**config.mk**
```make
export PLATFORM = sky130hd
export DESIGN_NAME = mips_decode_stage
export DESIGN_NICKNAME = d
export VERILOG_FILES = /design/src/rtl/mips_defines.sv /design/src/rtl/mips_decode_stage_core.sv /design/src/rtl/mips_decode_stage.sv
export SDC_FILE = /design/constraint.sdc
export NUM_CORES = 1
export LEC_CHECK = 0
export ABC_AREA = 1
export ABC_CLOCK_PERIOD_IN_PS = 2600
export CORE_ASPECT_RATIO = 0.9
export CORE_MARGIN = 2
export CORE_UTILIZATION = 50
export CTS_CLUSTER_DIAMETER = 40
export DETAILED_ROUTE_END_ITERATION = 8
export GPL_TIMING_DRIVEN = 1
export PLACE_DENSITY_LB_ADDON = 0.15
export SYNTH_ARGS = -nofsm -noshare
export SYNTH_HDL_FRONTEND = slang
export SYNTH_SLANG_ARGS = --single-unit
export TNS_END_PERCENT = 1
```
**constraint.sdc**
```tcl
create_clock -name clock -period 2.6 [get_ports clock]
set_input_delay 0.52 -clock clock [delete_from_list [all_inputs] [get_ports clock]]
set_output_delay 0.52 -clock clock [all_outputs]
set_load 0.05 [all_outputs]
```
**src/rtl/mips_defines.sv**
```systemverilog
// Shared opcodes, ALU encodings, the decoded control bundle and the buffer state enum
// for the MIPS decode stage.
package mips_defines;

  localparam logic [5:0] OP_OTHER0 = 6'h00;
  localparam logic [5:0] OP_ADDI   = 6'h08;
  localparam logic [5:0] OP_ANDI   = 6'h0c;
  localparam logic [5:0] OP_ORI    = 6'h0d;
  localparam logic [5:0] OP_XORI   = 6'h0e;

  localparam logic [5:0] OP0_ADD = 6'h20;
  localparam logic [5:0] OP0_SUB = 6'h22;
  localparam logic [5:0] OP0_AND = 6'h24;
  localparam logic [5:0] OP0_OR  = 6'h25;
  localparam logic [5:0] OP0_XOR = 6'h26;
  localparam logic [5:0] OP0_NOR = 6'h27;

  localparam int ALU_W = 3;
  localparam logic [ALU_W-1:0] ALU_ADD = 3'd2;
  localparam logic [ALU_W-1:0] ALU_SUB = 3'd3;
  localparam logic [ALU_W-1:0] ALU_AND = 3'd4;
  localparam logic [ALU_W-1:0] ALU_OR  = 3'd5;
  localparam logic [ALU_W-1:0] ALU_NOR = 3'd6;
  localparam logic [ALU_W-1:0] ALU_XOR = 3'd7;

  typedef struct packed {
    logic [ALU_W-1:0] alu_op;
    logic             alu_src2;
    logic             rd_src;
    logic             we;
    logic             except;
    logic [4:0]       rs;
    logic [4:0]       rt;
    logic [4:0]       rd;
    logic [15:0]      imm;
  } ctrl_t;

  typedef enum logic [1:0] {
    BUF_EMPTY = 2'd0,
    BUF_ONE   = 2'd1,
    BUF_TWO   = 2'd2
  } buf_state_t;

endpackage

```
**src/rtl/mips_decode_stage_core.sv**
```systemverilog
// Pure combinational decode of one instruction word into the control bundle.
module mips_decode_core
  import mips_defines::*;
(
  input  logic [31:0] inst,
  output ctrl_t       ctrl
);

  logic [5:0] op;
  logic [5:0] funct;

  assign op    = inst[31:26];
  assign funct = inst[5:0];

  always_comb begin
    ctrl     = '0;
    ctrl.rs  = inst[25:21];
    ctrl.rt  = inst[20:16];
    ctrl.rd  = inst[15:11];
    ctrl.imm = inst[15:0];
    case (op)
      OP_OTHER0: begin
        ctrl.we = 1'b1;
        case (funct)
          OP0_ADD: ctrl.alu_op = ALU_ADD;
          OP0_SUB: ctrl.alu_op = ALU_SUB;
          OP0_AND: ctrl.alu_op = ALU_AND;
          OP0_OR:  ctrl.alu_op = ALU_OR;
          OP0_NOR: ctrl.alu_op = ALU_NOR;
          OP0_XOR: ctrl.alu_op = ALU_XOR;
          default: begin
            ctrl.we     = 1'b0;
            ctrl.except = 1'b1;
          end
        endcase
      end
      OP_ADDI, OP_ANDI, OP_ORI, OP_XORI: begin
        ctrl.alu_src2 = 1'b1;
        ctrl.rd_src   = 1'b1;
        ctrl.we       = 1'b1;
        case (op)
          OP_ADDI: ctrl.alu_op = ALU_ADD;
          OP_ANDI: ctrl.alu_op = ALU_AND;
          OP_ORI:  ctrl.alu_op = ALU_OR;
          default: ctrl.alu_op = ALU_XOR;
        endcase
      end
      default: ctrl.except = 1'b1;
    endcase
  end

endmodule

```
**src/rtl/mips_decode_stage.sv**
```systemverilog
// Registered MIPS decode stage with a 2-entry skid buffer, flush and pass-through tag.
// Define DECODE_EXCEPT_CNT_EN to add the saturating except_count output.
module mips_decode_stage
  import mips_defines::*;
#(
  parameter int ALU_OP_W = 3,
  parameter int TAG_W    = 4,
  parameter int CNT_W    = 16
) (
  input  logic                clock,
  input  logic                reset,
  input  logic                flush,
  input  logic                in_valid,
  output logic                in_ready,
  input  logic [31:0]         in_inst,
  input  logic [TAG_W-1:0]    in_tag,
  output logic                out_valid,
  input  logic                out_ready,
  output logic [ALU_OP_W-1:0] out_alu_op,
  output logic                out_alu_src2,
  output logic                out_rd_src,
  output logic                out_writeenable,
  output logic                out_except,
  output logic [4:0]          out_rs,
  output logic [4:0]          out_rt,
  output logic [4:0]          out_rd,
  output logic [15:0]         out_imm,
  output logic [TAG_W-1:0]    out_tag
`ifdef DECODE_EXCEPT_CNT_EN
  ,
  output logic [CNT_W-1:0]    except_count
`endif
);

  buf_state_t       state, state_nxt;
  ctrl_t            dec_ctrl, main_ctrl, skid_ctrl;
  logic [TAG_W-1:0] main_tag, skid_tag;
  logic             accept, emit;
  logic             load_main_in, load_main_skid, load_skid;

  mips_decode_core u_core (
    .inst (in_inst),
    .ctrl (dec_ctrl)
  );

  // in_ready is a pure function of the state register, so it never sees out_ready.
  assign in_ready  = (state != BUF_TWO);
  assign out_valid = (state != BUF_EMPTY);
  assign accept    = in_valid & in_ready;
  assign emit      = out_valid & out_ready;

  always_ff @(posedge clock or posedge reset) begin
    if (reset) state <= BUF_EMPTY;
    else       state <= state_nxt;
  end

  always_comb begin
    state_nxt      = state;
    load_main_in   = 1'b0;
    load_main_skid = 1'b0;
    load_skid      = 1'b0;
    if (flush) begin
      state_nxt = BUF_EMPTY;
    end else begin
      case (state)
        BUF_EMPTY: if (accept) begin
          state_nxt    = BUF_ONE;
          load_main_in = 1'b1;
        end
        BUF_ONE: begin
          if (accept && emit) begin
            load_main_in = 1'b1;
          end else if (accept) begin
            state_nxt = BUF_TWO;
            load_skid = 1'b1;
          end else if (emit) begin
            state_nxt = BUF_EMPTY;
          end
        end
        BUF_TWO: if (emit) begin
          state_nxt      = BUF_ONE;
          load_main_skid = 1'b1;
        end
        default: state_nxt = BUF_EMPTY;
      endcase
    end
  end

  always_ff @(posedge clock or posedge reset) begin
    if (reset) begin
      main_ctrl <= '0;
      main_tag  <= '0;
      skid_ctrl <= '0;
      skid_tag  <= '0;
    end else begin
      if (load_main_in) begin
        main_ctrl <= dec_ctrl;
        main_tag  <= in_tag;
      end else if (load_main_skid) begin
        main_ctrl <= skid_ctrl;
        main_tag  <= skid_tag;
      end
      if (load_skid) begin
        skid_ctrl <= dec_ctrl;
        skid_tag  <= in_tag;
      end
    end
  end

  assign out_alu_op      = ALU_OP_W'(main_ctrl.alu_op);
  assign out_alu_src2    = main_ctrl.alu_src2;
  assign out_rd_src      = main_ctrl.rd_src;
  assign out_writeenable = main_ctrl.we & ~main_ctrl.except;
  assign out_except      = main_ctrl.except;
  assign out_rs          = main_ctrl.rs;
  assign out_rt          = main_ctrl.rt;
  assign out_rd          = main_ctrl.rd;
  assign out_imm         = main_ctrl.imm;
  assign out_tag         = main_tag;

`ifdef DECODE_EXCEPT_CNT_EN
  // A flush overrides the handshake, so an entry presented during flush is not counted.
  always_ff @(posedge clock or posedge reset) begin
    if (reset)
      except_count <= '0;
    else if (emit && !flush && main_ctrl.except && (except_count != {CNT_W{1'b1}}))
      except_count <= except_count + 1'b1;
  end
`endif

endmodule
```
==> impl_metrics.py, run 1 <==
metrics = {
    "floorplanning": {
        "rows": 29,
        "start_util_pct": 51.3,
        "core-area_mm2": 0.00700,
        "die_h_um": 84.4,
        "die_area_mm2": 0.00788,
        "die_width_um": 93.4,
        "pin_count": 85,
    },
    "route": {
        "post_drt_wl_per_cell_um": 12.6,
        "dr.pass1.iters": 5,
        "wl_um": 7690,
        "ant_nets": 0,
        "via_count": 2943,
        "drt_iter0_markers": 194,
        "vias_per_cell": 4.83,
        "drc": 0,
    },
    "timing": {
        "min_period_ns": 2.30,
        "rsz0062_at_grt": "false",
        "final-hold-violation-count": 0,
        "fmax_ghz": 0.434,
        "finalSetupViolCount": 0,
        "drv_slew": 0,
        "post-route-period-util_pct": 88.6,
        "worst_pin_slew_ns": 0.662,
        "finClkSkew_ns": 0.00651,
        "tns_ns": 0,
        "maxSlewHeadroom_pct": 55.8,
        "whs_ns": 0.447,
        "setup_ws_ns": 0.297,
    },
    "synthesis": {
        "synth.top_cell.area_share_pct": 51.5,
        "synth_cell_type_count": 17,
        "synth_seq_area_share_pct": 51.5,
        "syn_nets": 500,
        "syn_avg_cell_area_um2": 7.83,
        "synth_top_cell_by_area": "dfrtp_1",
        "yosysWarnings": 0,
        "syn_area_mm2": 0.00359,
        "synth_area_leaders": "dfrtp_1 (52%), nand2_1 (23%), buf_4 (8.8%), nand3_1 (5.7%), inv_1 (2.5%)",
        "syn_inst": 459,
        "synth-seq-cells": 74,
    },
    "power": {
        "powerDensity_mw_per_mm2": 881,
        "p_leak_uw": 0.00225,
        "ir_drop_mv": 0.495,
    },
    "clock_network": {
        "cts_tree": "yes",
        "cts_hold_buf": 0,
        "cts_max_level": 3,
        "numCtsBuffers": 9,
        "clk_latency_ns": 0.34,
        "cts_resized": 0,
        "cts_setup_buffers": 0,
        "cts.sinks": 74,
        "clk_pin_slew_ns": 0.08,
        "cts-root-buf": "clkbuf_8",
        "cts_buffer_depth": 2,
    },
    "cells_and_area": {
        "drive_gt1_share_pct": 6.59,
        "seq_area_mm2": 0.00185,
        "multiInputGateArea_mm2": 0.00125,
        "fillers": 616,
        "finalNonFillerCells": 609,
        "area_growth_pct": 23.4,
        "nets": 553,
        "diodes": 0,
    },
    "setup_path": {
        "worst-endpoint-required_ns": 2.08,
        "cp.arrival_ns": 1.78,
        "critPathLaunchType": "register",
        "worst-path-max-fanout": 6,
        "crit_type": "register to output port",
        "end_kind": "output port",
    },
    "place": {
        "hpwl_um": 5370,
        "dp_slack_ns": 0.392,
        "port_buffers": 84,
        "gp_congestion": 0.824,
        "placed_cells": 594,
    },
    "global_route": {
        "grt_antenna_before_repair": 0,
        "grt_pass1_vias": 2794,
        "grt_usage_pct": 21.2,
        "grt_pass1_wl_um": 13200,
        "grt_start_max_net_pins": 42,
        "grt_overflow": 0,
    },
    "status": {
        "status": "complete, no violations",
    },
    "worst_hold_path": {
        "hold_class": "primary input to asynchronous set/reset pin",
    },
    "flow_run": {
        "maxCapViolCount": 0,
    },
}
-- through the flow --
step                total power [µW]  utilization (%)  area, µm²
floorplan                       2750                -       3590
global placement                3020             60.6       4240
detailed placement              3060             60.6       4240
CTS                             3930             63.3       4440
global route                    4130             63.3       4440
finish                          3910             63.3       4440
-- kinds of logic after synthesis --
| kind of cell | Yosys count | share of synthesized area (%) |
|---|---|---|
| simple gates | 284 | 31.6 |
| buf+inv | 80 | 13.6 |
| compound gates | 21 | 3.24 |
| flops | 74 | 51.5 |
-- layout by cell type, fill, tap and decap left out, types with 3 or more instances in the layout --
master and n:
nand2_1 223, clkdlybuf4s50_1 84, dfrtp_1 74, nand3_1 41, inv_1 23, nor2_1 16
clkbuf_8 10, buf_4 10, o21ai_0 9, inv_2 5, o21ai_1 5, a21oi_1 3
o211ai_1 3
-- area by class of cell --
cell class                 instances  area share [%]
sequential                        74            41.7
tap                               93            2.62
clock inverter                     5            1.24
clock buffer                      10            3.10
multi-input combinational        305            28.3
timing repair buffer              94            20.6
inverter                          28            2.37
-- power by group --
group | total (µW) | internal, µW | switching, µW
logic | 1340 | 467 | 877
clock network | 877 | 460 | 416
registers | 1690 | 1490 | 194
total | 3910 | 2420 | 1490
-- layer usage --
metal	global-route usage [%]	share of wire (%)	vias to the layer above
met3	4.67	5.9	8
met2	32.7	46	82
met5	0	0	-
li1	-	-	1487
met1	29.4	46	1366
met4	8.02	1.8	0
-- synth_stat cells --
library cell	instances
nand2_1	223
dfrtp_1	74
buf_4	42
nand3_1	41
inv_1	24
nor2_1	16
o21ai_0	9
buf_2	7
o21ai_1	5
inv_2	4
a21oi_1	3
buf_6	3
o211ai_1	3
nand2_2	2
a21oi_2	1
nand4_1	1
nor3_4	1
-- state kept, by name, indices dropped and copies added, names as in the netlist, 3 cells and up --
register	cells
skid_ctrl	32
out_rs	5
out_imm	11
out_tag	4
out_alu_op	3
out_rd	5
skid_tag	4
out_rt	5
-- path summary, 6_finish.rpt --
path / from / end / slack (ns) / cells after the start
max: state[0] / out_valid / 0.30 / 3
min: reset / out_tag[0] / 0.45 / 2
max reg2reg: state[1] / out_imm[0] / 1.06 / 7
min reg2reg: skid_ctrl[29] / skid_ctrl[29] / 0.47 / 2
max in group asynchronous: reset / skid_ctrl[7] / 1.51 / 3
min in group clock: skid_ctrl[29] / skid_ctrl[29] / 0.47 / 2
-- critical path, cell delays in order (launching register included) --
cell and delay, ns:
dfrtp_1 0.44, inv_1 0.10, nand2_1 0.09, clkdlybuf4s50_1 0.81
(Power assumes the default switching activity.)
==> inputs of run 2 (changes only) <==
- CORE_UTILIZATION: 50 -> 40
==> run 2 against run 1 <==
First-iteration DRC count fell by 34%. Critical endpoint unchanged. Register-to-register slack got worse by 0.04 ns. Cell count rose by 4.1%. Maximum frequency is 0.22% lower. Critical path type unchanged. Setup slack worse by 0.0051 ns. Die area is 24% higher. Sequential power hardly changed.
==> impl_metrics.py, run 2 (synthesis gave the netlist of run 1 again) <==
metrics = {
    "status": {
        "status": "complete, no violations",
    },
    "cells_and_area": {
        "fin_area_mm2": 0.00449,
        "top_register": "skid_ctrl",
        "drive_gt1_share_pct": 6.21,
        "final_common_cell": "nand2_1",
        "largest_reg_flops": 32,
        "diodes": 0,
        "area_growth_pct": 24.9,
        "nets": 551,
        "mostFrequentLayoutCells": "nand2_1 (223), clkdlybuf4s50_1 (84), dfrtp_1 (74)",
    },
    "setup_path": {
        "worst-path-max-fanout": 6,
        "crit_type": "register to output port",
        "critical_path.top_delay_family": "buffers and inverters",
        "cp.arrival_ns": 1.79,
        "cp_slowest_cell": "clkdlybuf4s50_1",
        "cp_num_buf_inv": 2,
        "max_stage_delay_ns": 0.80,
        "worstPathCellList": "inv_1 -> nand2_1 -> clkdlybuf4s50_1",
        "worst-endpoint-required_ns": 2.08,
        "end_kind": "output port",
        "critPathLaunchType": "register",
    },
    "place": {
        "hpwl_um": 5260,
        "post_dp_cell_area_mm2": 0.00429,
        "gp_congestion": 0.803,
        "port_buffers": 84,
    },
    "global_route": {
        "grt_overflow": 0,
        "grt_start_max_net_pins": 45,
        "grt_antenna_before_repair": 0,
        "grt_pass1_wl_um": 13400,
        "grt_usage_pct": 17.2,
        "grt_pass1_vias": 2839,
    },
    "clock_network": {
        "cts_max_level": 3,
        "cts_resized": 0,
        "cts_tree": "yes",
        "cts_hold_buf": 0,
        "clk_pin_slew_ns": 0.08,
        "cts-root-buf": "clkbuf_8",
        "cts.sinks": 74,
        "cts_setup_buffers": 0,
        "clk_latency_ns": 0.34,
        "cts_buffer_depth": 2,
        "numCtsBuffers": 9,
    },
    "timing": {
        "min_period_ns": 2.31,
        "final-hold-violation-count": 0,
        "finalSetupViolCount": 0,
        "tns_ns": 0,
        "worst_pin_slew_ns": 0.698,
        "finClkSkew_ns": 0.00642,
        "rsz0062_at_grt": "false",
        "drv_slew": 0,
        "fmax_ghz": 0.433,
        "post-route-period-util_pct": 88.8,
        "maxSlewHeadroom_pct": 53.4,
    },
    "floorplanning": {
        "die_width_um": 104,
        "start_util_pct": 41.6,
        "pin_count": 85,
        "die_area_mm2": 0.00976,
        "core-area_mm2": 0.00865,
        "die_h_um": 93.9,
        "rows": 32,
    },
    "power": {
        "p_leak_uw": 0.00225,
        "ir_drop_mv": 0.452,
        "p_total_uw": 3940,
        "powerDensity_mw_per_mm2": 877,
    },
    "route": {
        "ant_nets": 0,
        "drc": 0,
        "via_count": 2936,
        "drt_iter0_markers": 128,
        "post_drt_wl_per_cell_um": 12.4,
        "vias_per_cell": 4.63,
        "wl_um": 7850,
        "dr.pass1.iters": 6,
    },
    "worst_hold_path": {
        "hold_class": "primary input to asynchronous set/reset pin",
    },
    "flow_run": {
        "maxCapViolCount": 0,
    },
}
[run 2: final timing paths]
kind | from | endpoint | slack [ns] | depth (start not counted)
max reg2reg | state[1] | out_imm[0] | 1.02 | 7
min in group clock | skid_ctrl[21] | skid_ctrl[21] | 0.47 | 2
min | reset | skid_ctrl[16] | 0.45 | 2
max in group asynchronous | reset | out_imm[9] | 1.62 | 3
min reg2reg | skid_ctrl[21] | skid_ctrl[21] | 0.47 | 2
max | state[0] | out_valid | 0.29 | 3
[run 2: through the flow]
step	util [%]	worst slack [ns]	instances	hold WS, ns
final	51.9	0.292	634	0.446
after global routing	51.9	0.237	634	0.485
after CTS	51.9	0.293	634	0.438
after detailed placement	49.6	0.376	618	0.459
after global placement	49.6	0.385	618	0.454
after floorplan	-	0.198	459	0.442
[run 2: power breakdown]
group / internal, µW / switching (µW) / total [µW]
clock network: 495 / 414 / 909
logic: 469 / 877 / 1350
registers: 1490 / 190 / 1680
total: 2460 / 1480 / 3940
[run 2: area by class of cell]
cell class | count | area [µm²]
Inverter | 28 | 105
Multi-Input combinational cell | 305 | 1250
Sequential cell | 74 | 1850
Tap cell | 119 | 149
Clock buffer | 12 | 155
Timing Repair Buffer | 92 | 926
Clock inverter | 4 | 50.0
Fill cell | 874 | 4160
[run 2: worst reg2reg max path, stage by stage, from the launching register on]
cell and delay [ns]:
dfrtp_1 0.42, inv_1 0.12, nor2_1 0.06, nand2_2 0.16, nand2_2 0.08, inv_2 0.44
nand2_1 0.11, o211ai_1 0.11
[run 2: layer usage]
metal  wire, µm  track usage (%)  vias up
li1           -                -     1485
met1       3730             21.9     1374
met2       3680             28.8       69
met3        352             5.55        8
met4         80             4.17        0
met5          0                0        -
